## src/rtl/key_event_ctrl.sv

```systemverilog
// Purpose : turns a debounced key level into one-cycle short / double / long / repeat event pulses.
// Latency : 1 cycle from key_filter to any event pulse or key_busy change; all outputs registered.
// Backpr. : none; events are fire-and-forget pulses and the consumer must sample them every cycle.
//
// Ports:
//   clk         clock
//   rst_n       synchronous active-low reset
//   key_filter  debounced key level (ACTIVE_LEVEL means pressed)
//   enable      1 = classify events, 0 = hold the sequencer in IDLE
//   evt_short   pulse: single short press completed (release gap expired)
//   evt_double  pulse: second press of a double click released
//   evt_long    pulse: hold reached LONG_TIME cycles
//   evt_repeat  pulse: every REPEAT_TIME cycles while still held after evt_long
//   key_busy    1 while the sequencer is not in IDLE
module key_event_ctrl #(
    parameter logic             ACTIVE_LEVEL = 1'b0,
    parameter int               CNT_W        = 32,
    parameter logic [CNT_W-1:0] LONG_TIME    = CNT_W'(50_000_000),
    parameter logic [CNT_W-1:0] DCLICK_GAP   = CNT_W'(12_500_000),
    parameter logic [CNT_W-1:0] REPEAT_TIME  = CNT_W'(5_000_000)
) (
    input  logic clk,
    input  logic rst_n,
    input  logic key_filter,
    input  logic enable,
    output logic evt_short,
    output logic evt_double,
    output logic evt_long,
    output logic evt_repeat,
    output logic key_busy
);

    typedef enum logic [2:0] {
        IDLE   = 3'd0,
        PRESS1 = 3'd1,
        WAIT2  = 3'd2,
        PRESS2 = 3'd3,
        LONG   = 3'd4
    } state_t;

    localparam logic [CNT_W-1:0] CNT_ONE   = {{(CNT_W-1){1'b0}}, 1'b1};
    localparam logic [CNT_W-1:0] CNT_MAX   = {CNT_W{1'b1}};
    // Timeouts fire on the cycle the counter shows TIME-1, so the event lands
    // exactly TIME edges after the state was entered.
    localparam logic [CNT_W-1:0] LONG_LAST = LONG_TIME - CNT_ONE;
    localparam logic [CNT_W-1:0] GAP_LAST  = DCLICK_GAP - CNT_ONE;
    localparam logic [CNT_W-1:0] REP_LAST  = REPEAT_TIME - CNT_ONE;

    state_t           state;
    state_t           state_nxt;
    logic [CNT_W-1:0] cnt;
    logic [CNT_W-1:0] cnt_nxt;
    logic [CNT_W-1:0] cnt_inc;
    logic             key_q;
    logic             pressed;
    logic             press_edge;
    logic             release_edge;
    logic             short_nxt;
    logic             double_nxt;
    logic             long_nxt;
    logic             repeat_nxt;

    // Edge detection runs in the "pressed" domain so ACTIVE_LEVEL only
    // matters here.
    assign pressed      = (key_filter == ACTIVE_LEVEL);
    assign press_edge   = pressed & ~key_q;
    assign release_edge = ~pressed & key_q;

    // Saturating increment: a stuck key cannot wrap the counter back into a
    // timeout match.
    assign cnt_inc = (cnt == CNT_MAX) ? cnt : cnt + CNT_ONE;

    // Next-state / next-event logic. Every transition leaves cnt_nxt at its
    // default of zero; only the stay-in-state branches advance it. Edge tests
    // come before timeout tests so a key edge always wins a tie.
    always_comb begin
        state_nxt  = state;
        cnt_nxt    = '0;
        short_nxt  = 1'b0;
        double_nxt = 1'b0;
        long_nxt   = 1'b0;
        repeat_nxt = 1'b0;

        if (!enable) begin
            state_nxt = IDLE;
        end else begin
            case (state)
                IDLE: begin
                    if (press_edge) begin
                        state_nxt = PRESS1;
                    end
                end

                PRESS1: begin
                    if (release_edge) begin
                        state_nxt = WAIT2;
                    end else if (cnt == LONG_LAST) begin
                        state_nxt = LONG;
                        long_nxt  = 1'b1;
                    end else begin
                        cnt_nxt = cnt_inc;
                    end
                end

                WAIT2: begin
                    if (press_edge) begin
                        state_nxt = PRESS2;
                    end else if (cnt == GAP_LAST) begin
                        state_nxt = IDLE;
                        short_nxt = 1'b1;
                    end else begin
                        cnt_nxt = cnt_inc;
                    end
                end

                // A long hold on the second press is deliberately not timed:
                // the gesture is already committed to a double click.
                PRESS2: begin
                    if (release_edge) begin
                        state_nxt  = IDLE;
                        double_nxt = 1'b1;
                    end
                end

                LONG: begin
                    if (release_edge) begin
                        state_nxt = IDLE;
                    end else if (cnt == REP_LAST) begin
                        repeat_nxt = 1'b1;
                    end else begin
                        cnt_nxt = cnt_inc;
                    end
                end

                default: begin
                    state_nxt = IDLE;
                end
            endcase
        end
    end

    // State register plus registered outputs. key_q resets to "pressed" so a
    // key held through reset produces no press edge until it is released.
    always_ff @(posedge clk) begin
        if (!rst_n) begin
            state      <= IDLE;
            cnt        <= '0;
            key_q      <= 1'b1;
            evt_short  <= 1'b0;
            evt_double <= 1'b0;
            evt_long   <= 1'b0;
            evt_repeat <= 1'b0;
            key_busy   <= 1'b0;
        end else begin
            state      <= state_nxt;
            cnt        <= cnt_nxt;
            key_q      <= pressed;
            evt_short  <= short_nxt;
            evt_double <= double_nxt;
            evt_long   <= long_nxt;
            evt_repeat <= repeat_nxt;
            key_busy   <= (state_nxt != IDLE);
        end
    end

endmodule

```

## config.mk

```make
export PLATFORM = sky130hd
export DESIGN_NAME = key_event_ctrl
export DESIGN_NICKNAME = d
export VERILOG_FILES = /design/src/rtl/key_event_ctrl.sv
export SDC_FILE = /design/constraint.sdc
export NUM_CORES = 1
export LEC_CHECK = 0
export CORE_AREA = 2 2 86 88
export DETAILED_ROUTE_END_ITERATION = 10
export DIE_AREA = 0 0 88 90
export GPL_TIMING_DRIVEN = 0
export SYNTH_ARGS = -nofsm -noshare
export SYNTH_HDL_FRONTEND = slang
export SYNTH_SLANG_ARGS = --single-unit
```

## constraint.sdc

```tcl
create_clock -name clk -period 2.1 [get_ports clk]
set_input_delay 0.315 -clock clk [delete_from_list [all_inputs] [get_ports clk]]
set_output_delay 0.315 -clock clk [all_outputs]
set_load 0.005 [all_outputs]
```

==> metrics.md <==
| Metric | Value |
|---|---|
| Compound-gate portion of the synthesized area | 21.0% |
| Clk_lat worst skew | 0.30 ns |
| Vias in the first global route | 2107 |
| Pin slew with the least headroom to its limit | 0.598 ns |
| Most frequent cells after synthesis | dfxtp_1, nand3_1, nand2_1 |
| Sequential fraction of the synthesis area | 34.7% |
| Yosys cell types | 60 |
| Largest net degree at the start of global routing | 14 |
| Simple-gate share of the synthesized area | 33.6% |
| RSZ-0062 raised after global routing | true |
| Area Overhead vs Synth | 30.2% |
| Clock root buffer | clkbuf_8 |
| Final Slew Violations | 0 |
| Antenna diodes | 0 |
| First-pass DRT Iterations | 4 |
| Xor-xnor portion of the synthesized cell area | 3.33% |
| Die height | 90 µm |
| EDFF count, synth | 0 |
| Final hold vios | 0 |
| Post-Synth Adder-Cell Area | 0.952% |
| Avg Cell Area, Syn | 8.89 µm² |
| Initial antenna violation count | 0 |
| Yosys top cell area share | 34.7% |
| Yosys Warn Count | 0 |
| Ports | 9 |
| Share of layout cells above drive strength 1 | 28.8% |
| Area of the die | 7920 µm² |
| CTS tree | yes |
| Async SR Flop Fraction | 0% |
| Post-synthesis register bit count | 41 |
| Largest cells by area after synthesis | dfxtp_1, a22oi_1, nand3_1 |
| Standard-cell rows | 31 |
| Cell Area, Synth | 2370 µm² |
| LEAKAGE | 0.942 nW |
| Hold buffer count at CTS | 0 |
| Grt total ovfl | 0 |
| Min Tclk post-route | 2.09 ns |
| Placed cell area | 2570 µm² |
| Final #Nets | 299 |
| DR vias/cell | 5.74 |
| Clock tree buffer depth | 2 |
| Slew headroom | 59.8% |
| Post-Syn Instances | 266 |
| Critical path arrival | 2.27 ns |
| Syn nets | 271 |
| Tcrit/Tclk final | 99.3% |
| Largest family of logic cells by synthesized area | simple AND/OR/NAND/NOR gates |
| Wire per inst | 16.6 µm |
| CTS clk-pin slew, worst paths | 0.09 ns |
| Final Skew | 0.00809 ns |
| Total of max-cap violations | 0 |
| Worst path required time | 2.28 ns |
| Design area | 3080 µm² |
| Initial DRC Count | 228 |
| Crit path kind | reg2reg |
| Port Buffers | 8 |
| Worst hold path type | in2reg |
| Critical path capture point type | register |
| Total Wirelength | 6.54 mm |
| # DRC | 0 |
| Tot Pwr | 1.57 mW |
| Sink Count | 41 |
| Leading area contributor after synthesis | dfxtp_1 |
| CTS Buf Count | 5 |
| Maximum vdd drop | 0.000343 V |
| Mux cell area share after synthesis | 1.69% |
| Reg2Reg Depth | 6 |
| Area of the core | 7020 µm² |
| Tot GR Track Use | 16.5% |
| CP Max Fanout | 10 |
| Status | finished clean |
| Vias | 2263 |
| Antenna-violating nets left | 0 |
| Ys flop type | dfxtp_1 |
| Starting Density | 33.7% |
| Most frequent cell after synthesis | dfxtp_1 |
| Die width | 88 µm |
| Global-route wire length before repair | 10.4 mm |
| DP HPWL | 4.32 mm |
| R2R Setup Slk | 0.01 ns |
| Fmax | 479 MHz |
| Startpoint class of the critical path | register |
| Hold Crit Depth | 2 |
| Final setup fails | 0 |
| Power per cell area | 511 nW/µm² |
| H-tree depth | 2 |
| Placer Congestion | 0.883 |
-- final cells by class --
class / instances / area (µm²)
well taps: 99 / 124
flip-flops and latches: 41 / 836
clock buffers: 5 / 68.8
clock inverters: 3 / 65.1
repair buffers: 23 / 234
plain buffers: 9 / 114
multi-input cells: 208 / 1620
fillers: 660 / 3940
inverters: 6 / 22.5
-- critical path, cell delays in order, from the launching register on --
cell	delay [ns]
dfxtp_1	0.38
or4b_4	0.58
nor4_2	0.33
nand3_1	0.20
nand3b_4	0.19
buf_6	0.19
a22oi_1	0.10
-- metrics by stage --
step	setup TNS [ns]	setup WS [ns]	hold WS (ns)	std cells	util, %
floorplan	0	0.133	0.377	266	-
global placement	-6.23	-0.241	0.471	373	36.6
detailed placement	-7.27	-0.265	0.457	373	36.6
CTS	0	0.0114	0.418	386	39.6
global route	-0.956	-0.0552	0.423	394	43.9
finish	0	0.0139	0.422	394	43.9
-- metal layers --
layer	track usage [%]	share of wire, %
met1	22.7	47
met4	6.41	2.1
met5	0	0
met2	25.1	46
met3	3.21	4.9
-- state kept, by name (all words and copies together), names as in the netlist --
signal,flops
evt_short,1
evt_long,1
evt_repeat,1
evt_double,1
cnt,32
key_q,1
key_busy,1
state,3
-- power breakdown --
part | switching (mW) | internal (mW)
sequential | 0.00237 | 0.775
combinational | 0.0124 | 0.0126
clock | 0.300 | 0.473
total | 0.314 | 1.26
-- cells in the final DEF, fill, tap and decap left out, types with 3 or more instances in the layout --
master,count
or4_1,5
and3_1,4
or3_1,14
a21oi_1,13
dfxtp_1,35
a22oi_1,5
buf_4,12
xor2_1,5
o21ai_0,11
a22oi_2,12
clkdlybuf4s50_1,7
a21oi_2,4
nor3_1,7
nor4_4,4
nor2_1,8
xnor2_1,4
dfxtp_4,3
or4_4,3
buf_6,7
nand4_1,7
nand2_1,18
dfxtp_2,3
nand3_1,19
o31ai_1,8
and3_2,4
mux2i_1,4
clkbuf_8,5
inv_1,6
-- final timing paths --
kind                          to           startpoint
min             key_q$_SDFF_PN1_           key_filter
max           cnt[11]$_SDFF_PN0_    cnt[8]$_SDFF_PN0_
max reg2reg   cnt[11]$_SDFF_PN0_    cnt[8]$_SDFF_PN0_
min reg2reg  evt_long$_SDFF_PP0_  state[2]$_SDFF_PN0_
-- logic make-up (layout without fill, tap and decap cells) --
logic type / after synthesis / count (layout)
XOR/XNOR: 9 / 9
buffers and inverters: 17 / 46
multiplexers: 4 / 4
AO/OA/AOI/OAI: 70 / 70
flip-flops: 41 / 41
adder cells (fa/ha/maj): 2 / 2
AND/OR/NAND/NOR: 123 / 123
-- what timing repair did --
action | in CTS | in global routing
buffers inserted | 5 | 8
pin swaps | 4 | 18
resized for setup | 10 | 49
cloned | 0 | 2
setup endpoints to repair | 32 | 33
(Power assumes the default switching activity.)
